### src/rtl/puf_ctrl_pkg.sv
// Shared types and sizing helpers for the PUF key sequencer.
package puf_ctrl_pkg;

    typedef enum logic [2:0] {
        IDLE,
        ARM,
        SAMPLE,
        RELAX,
        VOTE,
        DONE
    } state_t;

    localparam int NUM_CHALLENGES = 4;
    localparam int RESP_W         = 8;
    localparam int KEY_W          = 32;

    // Bits needed to hold values 0..max_val (never less than one bit).
    function automatic int cnt_w(input int max_val);
        return (max_val < 1) ? 1 : $clog2(max_val + 1);
    endfunction

endpackage

### src/rtl/puf_key_ctrl_if.sv
// Request/response and PUF-array signals of the key sequencer.
// The slave side is the sequencer; the master side is its environment.
interface puf_key_ctrl_if;
    import puf_ctrl_pkg::*;

    logic              start;
    logic              abort;
    logic [RESP_W-1:0] puf_response;
    logic              puf_enable;
    logic [1:0]        puf_challenge;
    logic              busy;
    logic              done;
    logic [KEY_W-1:0]  key;
    logic              key_valid;
    logic [KEY_W-1:0]  unstable_mask;

    modport master (
        output start, abort, puf_response,
        input  puf_enable, puf_challenge, busy, done, key, key_valid, unstable_mask
    );

    modport slave (
        input  start, abort, puf_response,
        output puf_enable, puf_challenge, busy, done, key, key_valid, unstable_mask
    );

endinterface

### src/rtl/puf_vote_bank.sv
// Per-bit ones counters for one challenge plus majority and unanimity decode.
module puf_vote_bank
    import puf_ctrl_pkg::*;
#(
    parameter int NUM_EVAL = 5
) (
    input  logic              clk,
    input  logic              rst,
    input  logic              clr,
    input  logic              inc_en,
    input  logic [RESP_W-1:0] response,
    output logic [RESP_W-1:0] vote,
    output logic [RESP_W-1:0] unstable
);

    localparam int CW = cnt_w(NUM_EVAL);
    localparam logic [CW-1:0] HALF = CW'(NUM_EVAL / 2);
    localparam logic [CW-1:0] ALL  = CW'(NUM_EVAL);

    logic [CW-1:0] ones_cnt [RESP_W];

    // Count ones per response bit; clear takes priority over increment.
    always_ff @(posedge clk or posedge rst) begin
        if (rst) begin
            for (int i = 0; i < RESP_W; i++) ones_cnt[i] <= '0;
        end else if (clr) begin
            for (int i = 0; i < RESP_W; i++) ones_cnt[i] <= '0;
        end else if (inc_en) begin
            for (int i = 0; i < RESP_W; i++) ones_cnt[i] <= ones_cnt[i] + CW'(response[i]);
        end
    end

    // Majority vote and "not unanimous" flag for each bit.
    always_comb begin
        vote     = '0;
        unstable = '0;
        for (int i = 0; i < RESP_W; i++) begin
            vote[i]     = (ones_cnt[i] > HALF);
            unstable[i] = (ones_cnt[i] != '0) && (ones_cnt[i] != ALL);
        end
    end

endmodule

### src/rtl/puf_key_ctrl.sv
// PUF key sequencer: sweeps the four challenges, evaluates each NUM_EVAL
// times through settle/sample/relax windows and assembles the voted key.
module puf_key_ctrl
    import puf_ctrl_pkg::*;
#(
    parameter int SETTLE_CYCLES = 4,
    parameter int RELAX_CYCLES  = 2,
    parameter int NUM_EVAL      = 5
) (
    input logic           clk,
    input logic           rst,
    puf_key_ctrl_if.slave bus
);

    localparam int TMAX = (SETTLE_CYCLES > RELAX_CYCLES) ? SETTLE_CYCLES : RELAX_CYCLES;
    localparam int TW   = cnt_w(TMAX);
    localparam int EW   = cnt_w(NUM_EVAL);
    localparam logic [TW-1:0] SETTLE_LAST = TW'(SETTLE_CYCLES - 1);
    localparam logic [TW-1:0] RELAX_LAST  = TW'(RELAX_CYCLES - 1);
    localparam logic [EW-1:0] EVAL_ALL    = EW'(NUM_EVAL);

    state_t           state, state_d;
    logic [TW-1:0]    timer, timer_d;
    logic [EW-1:0]    eval, eval_d;
    logic [1:0]       chal, chal_d;
    logic [KEY_W-1:0] key_r, key_d;
    logic [KEY_W-1:0] mask_r, mask_d;
    logic             kv_r, kv_d;
    logic             enable_r, busy_r, done_r;
    logic             vote_clr, vote_inc;
    logic [RESP_W-1:0] vote, unstable;

    puf_vote_bank #(.NUM_EVAL(NUM_EVAL)) u_vote (
        .clk      (clk),
        .rst      (rst),
        .clr      (vote_clr),
        .inc_en   (vote_inc),
        .response (bus.puf_response),
        .vote     (vote),
        .unstable (unstable)
    );

    // Next-state, timer, evaluation/challenge counters and key assembly.
    always_comb begin
        state_d  = state;
        timer_d  = '0;
        eval_d   = eval;
        chal_d   = chal;
        key_d    = key_r;
        mask_d   = mask_r;
        kv_d     = kv_r;
        vote_clr = 1'b0;
        vote_inc = 1'b0;
        if (bus.abort) begin
            // Abort beats start and discards any partial or finished result.
            state_d  = IDLE;
            eval_d   = '0;
            chal_d   = '0;
            key_d    = '0;
            mask_d   = '0;
            kv_d     = 1'b0;
            vote_clr = 1'b1;
        end else begin
            case (state)
                IDLE, DONE: begin
                    if (bus.start) begin
                        state_d  = ARM;
                        eval_d   = '0;
                        chal_d   = '0;
                        kv_d     = 1'b0;
                        vote_clr = 1'b1;
                    end
                end
                ARM: begin
                    if (timer == SETTLE_LAST) state_d = SAMPLE;
                    else                      timer_d = timer + 1'b1;
                end
                SAMPLE: begin
                    vote_inc = 1'b1;
                    eval_d   = eval + 1'b1;
                    state_d  = RELAX;
                end
                RELAX: begin
                    if (timer == RELAX_LAST) state_d = (eval == EVAL_ALL) ? VOTE : ARM;
                    else                     timer_d = timer + 1'b1;
                end
                VOTE: begin
                    key_d[{chal, 3'b000} +: RESP_W]  = vote;
                    mask_d[{chal, 3'b000} +: RESP_W] = unstable;
                    vote_clr = 1'b1;
                    eval_d   = '0;
                    if (chal == 2'(NUM_CHALLENGES - 1)) begin
                        state_d = DONE;
                        kv_d    = 1'b1;
                    end else begin
                        // Challenge only moves here, while the array enable is low.
                        chal_d  = chal + 2'd1;
                        state_d = ARM;
                    end
                end
                default: state_d = IDLE;
            endcase
        end
    end

    // State and registered outputs, all derived from the next state.
    always_ff @(posedge clk or posedge rst) begin
        if (rst) begin
            state    <= IDLE;
            timer    <= '0;
            eval     <= '0;
            chal     <= '0;
            key_r    <= '0;
            mask_r   <= '0;
            kv_r     <= 1'b0;
            enable_r <= 1'b0;
            busy_r   <= 1'b0;
            done_r   <= 1'b0;
        end else begin
            state    <= state_d;
            timer    <= timer_d;
            eval     <= eval_d;
            chal     <= chal_d;
            key_r    <= key_d;
            mask_r   <= mask_d;
            kv_r     <= kv_d;
            enable_r <= (state_d == ARM) || (state_d == SAMPLE);
            busy_r   <= (state_d != IDLE) && (state_d != DONE);
            done_r   <= (state_d == DONE) && (state != DONE);
        end
    end

    assign bus.puf_enable    = enable_r;
    assign bus.puf_challenge = chal;
    assign bus.busy          = busy_r;
    assign bus.done          = done_r;
    assign bus.key           = key_r;
    assign bus.key_valid     = kv_r;
    assign bus.unstable_mask = mask_r;

endmodule
### src/flat_wrapper.sv
// flat-port wrapper written by rule: the top's interface ports become plain ports
module puf_key_ctrl_flat import puf_ctrl_pkg::*;
#(
    parameter int SETTLE_CYCLES = 4,
    parameter int RELAX_CYCLES  = 2,
    parameter int NUM_EVAL      = 5
)
  (clk, rst, bus_start, bus_abort, bus_puf_response, bus_puf_enable, bus_puf_challenge, bus_busy, bus_done, bus_key, bus_key_valid, bus_unstable_mask);
  puf_key_ctrl_if bus_i ();
  input logic clk;
  input logic rst;
  input wire logic [$bits(bus_i.start)-1:0] bus_start;
  input wire logic [$bits(bus_i.abort)-1:0] bus_abort;
  input wire logic [$bits(bus_i.puf_response)-1:0] bus_puf_response;
  output wire logic [$bits(bus_i.puf_enable)-1:0] bus_puf_enable;
  output wire logic [$bits(bus_i.puf_challenge)-1:0] bus_puf_challenge;
  output wire logic [$bits(bus_i.busy)-1:0] bus_busy;
  output wire logic [$bits(bus_i.done)-1:0] bus_done;
  output wire logic [$bits(bus_i.key)-1:0] bus_key;
  output wire logic [$bits(bus_i.key_valid)-1:0] bus_key_valid;
  output wire logic [$bits(bus_i.unstable_mask)-1:0] bus_unstable_mask;
  assign bus_i.start = bus_start;
  assign bus_i.abort = bus_abort;
  assign bus_i.puf_response = bus_puf_response;
  assign bus_puf_enable = bus_i.puf_enable;
  assign bus_puf_challenge = bus_i.puf_challenge;
  assign bus_busy = bus_i.busy;
  assign bus_done = bus_i.done;
  assign bus_key = bus_i.key;
  assign bus_key_valid = bus_i.key_valid;
  assign bus_unstable_mask = bus_i.unstable_mask;
  puf_key_ctrl #(.SETTLE_CYCLES(SETTLE_CYCLES), .RELAX_CYCLES(RELAX_CYCLES), .NUM_EVAL(NUM_EVAL)) u_core (.clk(clk), .rst(rst), .bus(bus_i));
endmodule
### config.mk
export PLATFORM = sky130hd
export DESIGN_NAME = puf_key_ctrl_flat
export DESIGN_NICKNAME = d
export VERILOG_FILES = /design/src/rtl/puf_ctrl_pkg.sv /design/src/rtl/puf_key_ctrl_if.sv /design/src/rtl/puf_vote_bank.sv /design/src/rtl/puf_key_ctrl.sv /design/src/flat_wrapper.sv
export SDC_FILE = /design/constraint.sdc
export NUM_CORES = 1
export LEC_CHECK = 0
export BUFFER_PORTS_ARGS = -buffer_cell sky130_fd_sc_hd__buf_2
export CAP_MARGIN = 40
export CELL_PAD_IN_SITES_DETAIL_PLACEMENT = 1
export CELL_PAD_IN_SITES_GLOBAL_PLACEMENT = 2
export CORE_ASPECT_RATIO = 1.75
export CORE_MARGIN = 2
export CORE_UTILIZATION = 38
export CTS_BUF_LIST = sky130_fd_sc_hd__clkbuf_16
export DETAILED_ROUTE_END_ITERATION = 10
export PLACE_DENSITY = 0.95
export SLEW_MARGIN = 15
export SYNTH_ARGS = -nofsm -noshare
export SYNTH_HDL_FRONTEND = slang
export SYNTH_SLANG_ARGS = --single-unit
### constraint.sdc
create_clock -name clk -period 9.4 [get_ports clk]
set_input_delay 0.94 -clock clk [delete_from_list [all_inputs] [get_ports clk]]
set_output_delay 0.94 -clock clk [all_outputs]
set_load 0.005 [all_outputs]
### After elaboration in Yosys (flattened, before gate mapping)

Index checks and enable logic that the tools add are counted.

* register bits after elaboration: 103
* latch bits: 0
* memory bits (writable): 0
* ROM bits: 0
* bits of input ports: 12
* output and inout port bits: 70
* word-level logic and storage cells: 130
* memories kept: 0

* add/subtract/negate cells: 12
* $mul: 0
* divide/modulo/power cells: 0
* order comparisons: 8
* eq/ne operators: 25
* shifts and indexed selects: 3
* multiplexer cells: 35
* bitwise logic cells: 0
* reduce and logical (&&, ||, !) cells: 29

Operators by type and width (count)
* $mux 32: 4
* $bwmux 32: 2
* $shiftx 8x7->32: 2
* $mux 24: 2
* $ne 3x3->1 const B: 12
* $mux 3: 11
* $shift 8x7->32 const A: 1
* $reduce_bool 3->1: 10
* $add 3x1->3: 8
* $gt 3x2->1 const B: 8
* $pmux 3 s5: 1
* $eq 3x2->1 const B: 4
* $eq 3x3->1 const B: 4
* $logic_and 1x1->1: 10
* $eq 3x1->1 const B: 3
* $pmux 3 s3: 1
* $mux 1: 7
* $neg 5->7: 1
* $add 3x1->3 const B: 2
* $mux 2: 3
* $pmux 3 s2: 1
* $reduce_and 3->1: 2
* $pmux 1 s2: 2
* $pmux 2 s2: 1
* other kinds (9): 10

### Logic depth before layout (Yosys ltp)

* depth in word-level cells: 7
* mapped depth: 7
* depth with buffers taken out: 7

### Modules after synthesis

Synthesis repeated with hierarchy kept, for this count alone.

* cells, all modules: 410
* area total of the unflattened synthesis: 4813.4 um2

By module, submodules not included
* puf_key_ctrl: times used 1, cells an instance 283, area each 3359.5 um2
* puf_vote_bank: times used 1, cells an instance 127, area each 1453.9 um2

### Worst setup path before layout

No wires, ideal clock.

* path type: input-to-reg
* start point: input port bus_abort
* end point: register u_core.key_r[8] (netlist: u_core.bus.key[8])
* library setup time: 76 ps
* arrival: 1963 ps
* required time: 9324 ps
* setup slack: 7361 ps
* stages on the path: 5
* path buffers: 2
* cell sequence: buf_2 nor3b_1 nand4_2 buf_2 o21ai_1

* cells in the longest elaborated chain, start to end: 1
* elaborated cells on any way between the ends: 2
* those cells by class: mux: 1; reduce/logical: 1

RTL lines
* start: declaration: RTL line flat_wrapper.sv:13 `input wire logic [$bits(bus_i.abort)-1:0] bus_abort;`
* $mux 32 or $reduce_bool 2->1 (tied branches)
* end signal: assignment: RTL line puf_key_ctrl.sv:124 `key_r <= key_d;`
* end: declaration: RTL line puf_key_ctrl.sv:26 `logic [KEY_W-1:0] key_r, key_d;`

Parallel ways exist; a longest one is shown, timed or not.
A chain may end at the register's enable or synchronous reset.

### Worst setup path after layout

* start point: register u_core.state[1]
* end point: register u_core.mask_r[31] (netlist: u_core.bus.unstable_mask[31])

* cells in the longest elaborated chain, start to end: 2

RTL lines
* start: declaration: RTL line puf_key_ctrl.sv:22 `state_t state, state_d;`
* start signal: assignment: RTL line puf_key_ctrl.sv:120 `state <= state_d;`
* $eq 3x3->1: RTL line puf_key_ctrl.sv:64 `case (state)`
* $reduce_bool 2->1 (no source line)
* end signal: assignment: RTL line puf_key_ctrl.sv:125 `mask_r <= mask_d;`
* end: declaration: RTL line puf_key_ctrl.sv:27 `logic [KEY_W-1:0] mask_r, mask_d;`

No other way between the ends.

==> results.cfg <==
[power]
ir_drop_v = 0.000114
p_total_mw = 0.876
power.density_nw_per_um2 = 158
leakage_nw = 2.73

[floorplan]
ios = 82
die-area_sq_um = 13300
core_area_sq_um = 12100
die_y_microns = 151
die_w_microns = 88.0
start_util_pct = 38.9
rows = 53

[logic_synthesis]
synth_fp_nets = 499
synth_seq_cells = 103
ys_seq_area_share_pct = 54.9
syn_area_sq_um = 4700
synthTopCellsByArea = dfrtp_1, nand2_1, ha_1
yosysMostFrequentCell = nand2_1
yosys.area.top_type = dfrtp_1
synth_top_area_share_pct = 54.9
synthArstFlopShare_pct = 100
synth.distinct_cells = 41
synthTopCellsByCount = nand2_1, dfrtp_1, o21ai_1
yosys_most_used_dff = dfrtp_1
synth_warnings = 0
synth_edf_count = 0
syn_inst = 460
avgSynthCellArea_sq_um = 10.2

[placement]
placed_area_sq_um = 5230
gp_congestion = 0.776
dpl.hpwl_microns = 8620
dp_cells = 687
io_buffers = 81

[timing]
slew_viol_final = 0
setup_viol = 0
timing_hold_violations_final = 0
finClkSkew_ns = 0.00543
rsz0062_at_grt = false
fmax_ghz = 0.398
relSlewSlack_pct = 41.1
fin_tns_setup_ns = 0
tightest_slew_ns = 0.879
post-route-period-util_pct = 26.7
post-route-min-period_ns = 2.51

[cells_and_area]
instances_no_fill = 702
fin_area_sq_um = 5540
post-route-util_pct = 45.9
syn_to_final_growth_pct = 18.0
layout-drive-gt1-share_pct = 22.9
num_antenna_cells = 0
nNetsFinal = 572

[worst_setup_path]
r2r_slack_ns = 6.89
critPathCaptureType = register
worstPathMaxFanout = 16
worstPathArrival_ns = 2.75
crit_type = register to register
crit_path_start_kind = register
cp.required_ns = 9.64
rr_endpoint = u_core.bus.unstable_mask[31]
r2r_cells = 3
r2r-start = u_core.state[1]

[drt]
antenna_left = 0
drc = 0
avgViaCountPerCell = 5.14
first_pass_iters = 4
vias = 3607
drt-total-wl_microns = 11900
avgRoutedWirePerCell_microns = 17.0
drt_iter0_drc = 138

[global_route]
antenna_found_initial = 0
overflow = 0
grt_max_degree = 54
grt_pass1_wl_microns = 19600
grt.busiest_layer = met2
track_usage_pct = 19.1
grt_pass1_vias = 3875
met3_usage_pct = 3.27
grtUsageMet2_pct = 35.1
grtUsageMet1_pct = 22.0

[cts]
clock_path_buffers = 2
path_clk_slew_ns = 0.07
clock_latency_ns = 0.35
cts_inserted_buffers = 9
cts_tree = yes
root_buffer = clkbuf_16
cts_setup_buffers = 0
numClockSinks = 103
ctsHoldBuffers = 0
cts_resized = 0
cts_max_level = 3

[min_path]
worstHoldPathType = register to register
hp-start = u_core.bus.unstable_mask[1]
whs_endpoint = u_core.bus.unstable_mask[1]
holdPathStages = 2

[job]
drv_cap = 0

[run_status]
status = completed
[cells by family (layout without fill, tap and decap cells)]
kind of cell / after synthesis / after routing / share of synthesized area [%]
and+or+nand+nor: 167 / 167 / 16.0
AOI/OAI and AO/OA: 108 / 108 / 14.0
DFF: 103 / 103 / 54.9
buffers and inverters: 34 / 111 / 3.89
adders and majority gates: 27 / 27 / 7.19
xor gates and xnor gates: 19 / 19 / 3.54
muxes: 2 / 2 / 0.426
[registers in the layout (all words and copies together) (netlist names), 2 cells and up]
signal / flops
u_core.bus.key: 32
u_core.bus.unstable_mask: 32
u_core.u_vote.ones_cnt: 24
u_core.eval: 3
u_core.state: 3
u_core.timer: 3
u_core.bus.puf_challenge: 2
[placed cells by master (no fill, tap or decap), types with 4 or more instances in the layout]
cell type / count
a21oi_2: 13
buf_2: 81
dfrtp_1: 103
clkbuf_16: 9
inv_1: 9
xor2_1: 17
nand2_1: 111
o31ai_1: 20
o21ai_1: 42
nor2b_1: 4
o21ai_0: 6
a21oi_1: 21
ha_1: 27
nor2_1: 26
[layer usage]
layer  up-vias  wire (microns)  part of all wire [%]
li1       1700               -                     -
met4         0             295                   2.5
met1      1825            4750                    40
met3        20             329                   2.8
met2        62            6540                    55
met5         -               0                     0
[worst max-delay path, cell delays in order, from the launching register on]
cell and delay (ns):
dfrtp_1 0.54, nor3b_2 0.80, nand3_1 0.67, o21ai_0 0.39
[how the worst max path moves through the flow]
stage	startpoint	endpoint	slack (ns)	cells past startpoint
6_report	u_core.state[1]	u_core.bus.unstable_mask[31]	6.89	3
5_1_grt	u_core.bus.puf_challenge[0]	u_core.bus.key[17]	6.67	5
4_1_cts	u_core.state[1]	u_core.bus.unstable_mask[31]	6.88	3
3_5_place_dp	bus_abort	u_core.bus.key[17]	6.75	4
3_3_place_gp	bus_abort	u_core.bus.unstable_mask[23]	6.82	4
2_1_floorplan	rst	u_core.bus.busy	5.76	1
[where the power goes]
| group | switching, mW | internal [mW] |
|---|---|---|
| registers | 0.00175 | 0.444 |
| clock network | 0.165 | 0.232 |
| logic | 0.0253 | 0.00784 |
[final cells by class]
type | count | area (sq um)
timing repair buffer | 87 | 469
clock buffer | 9 | 225
tap | 165 | 206
inverter | 9 | 36.3
sequential | 103 | 2580
clock inverter | 6 | 85.1
fill | 1443 | 6530
multi-input combinational | 323 | 1940
[through the flow]
stage                     worst slack (ns)  hold slack [ns]
after floorplan                       5.76            0.439
after global placement                6.82            0.450
after detailed placement              6.75            0.467
after CTS                             6.88            0.483
after global routing                  6.67            0.507
final                                 6.89            0.480
Power figures use the tool's default switching activity.
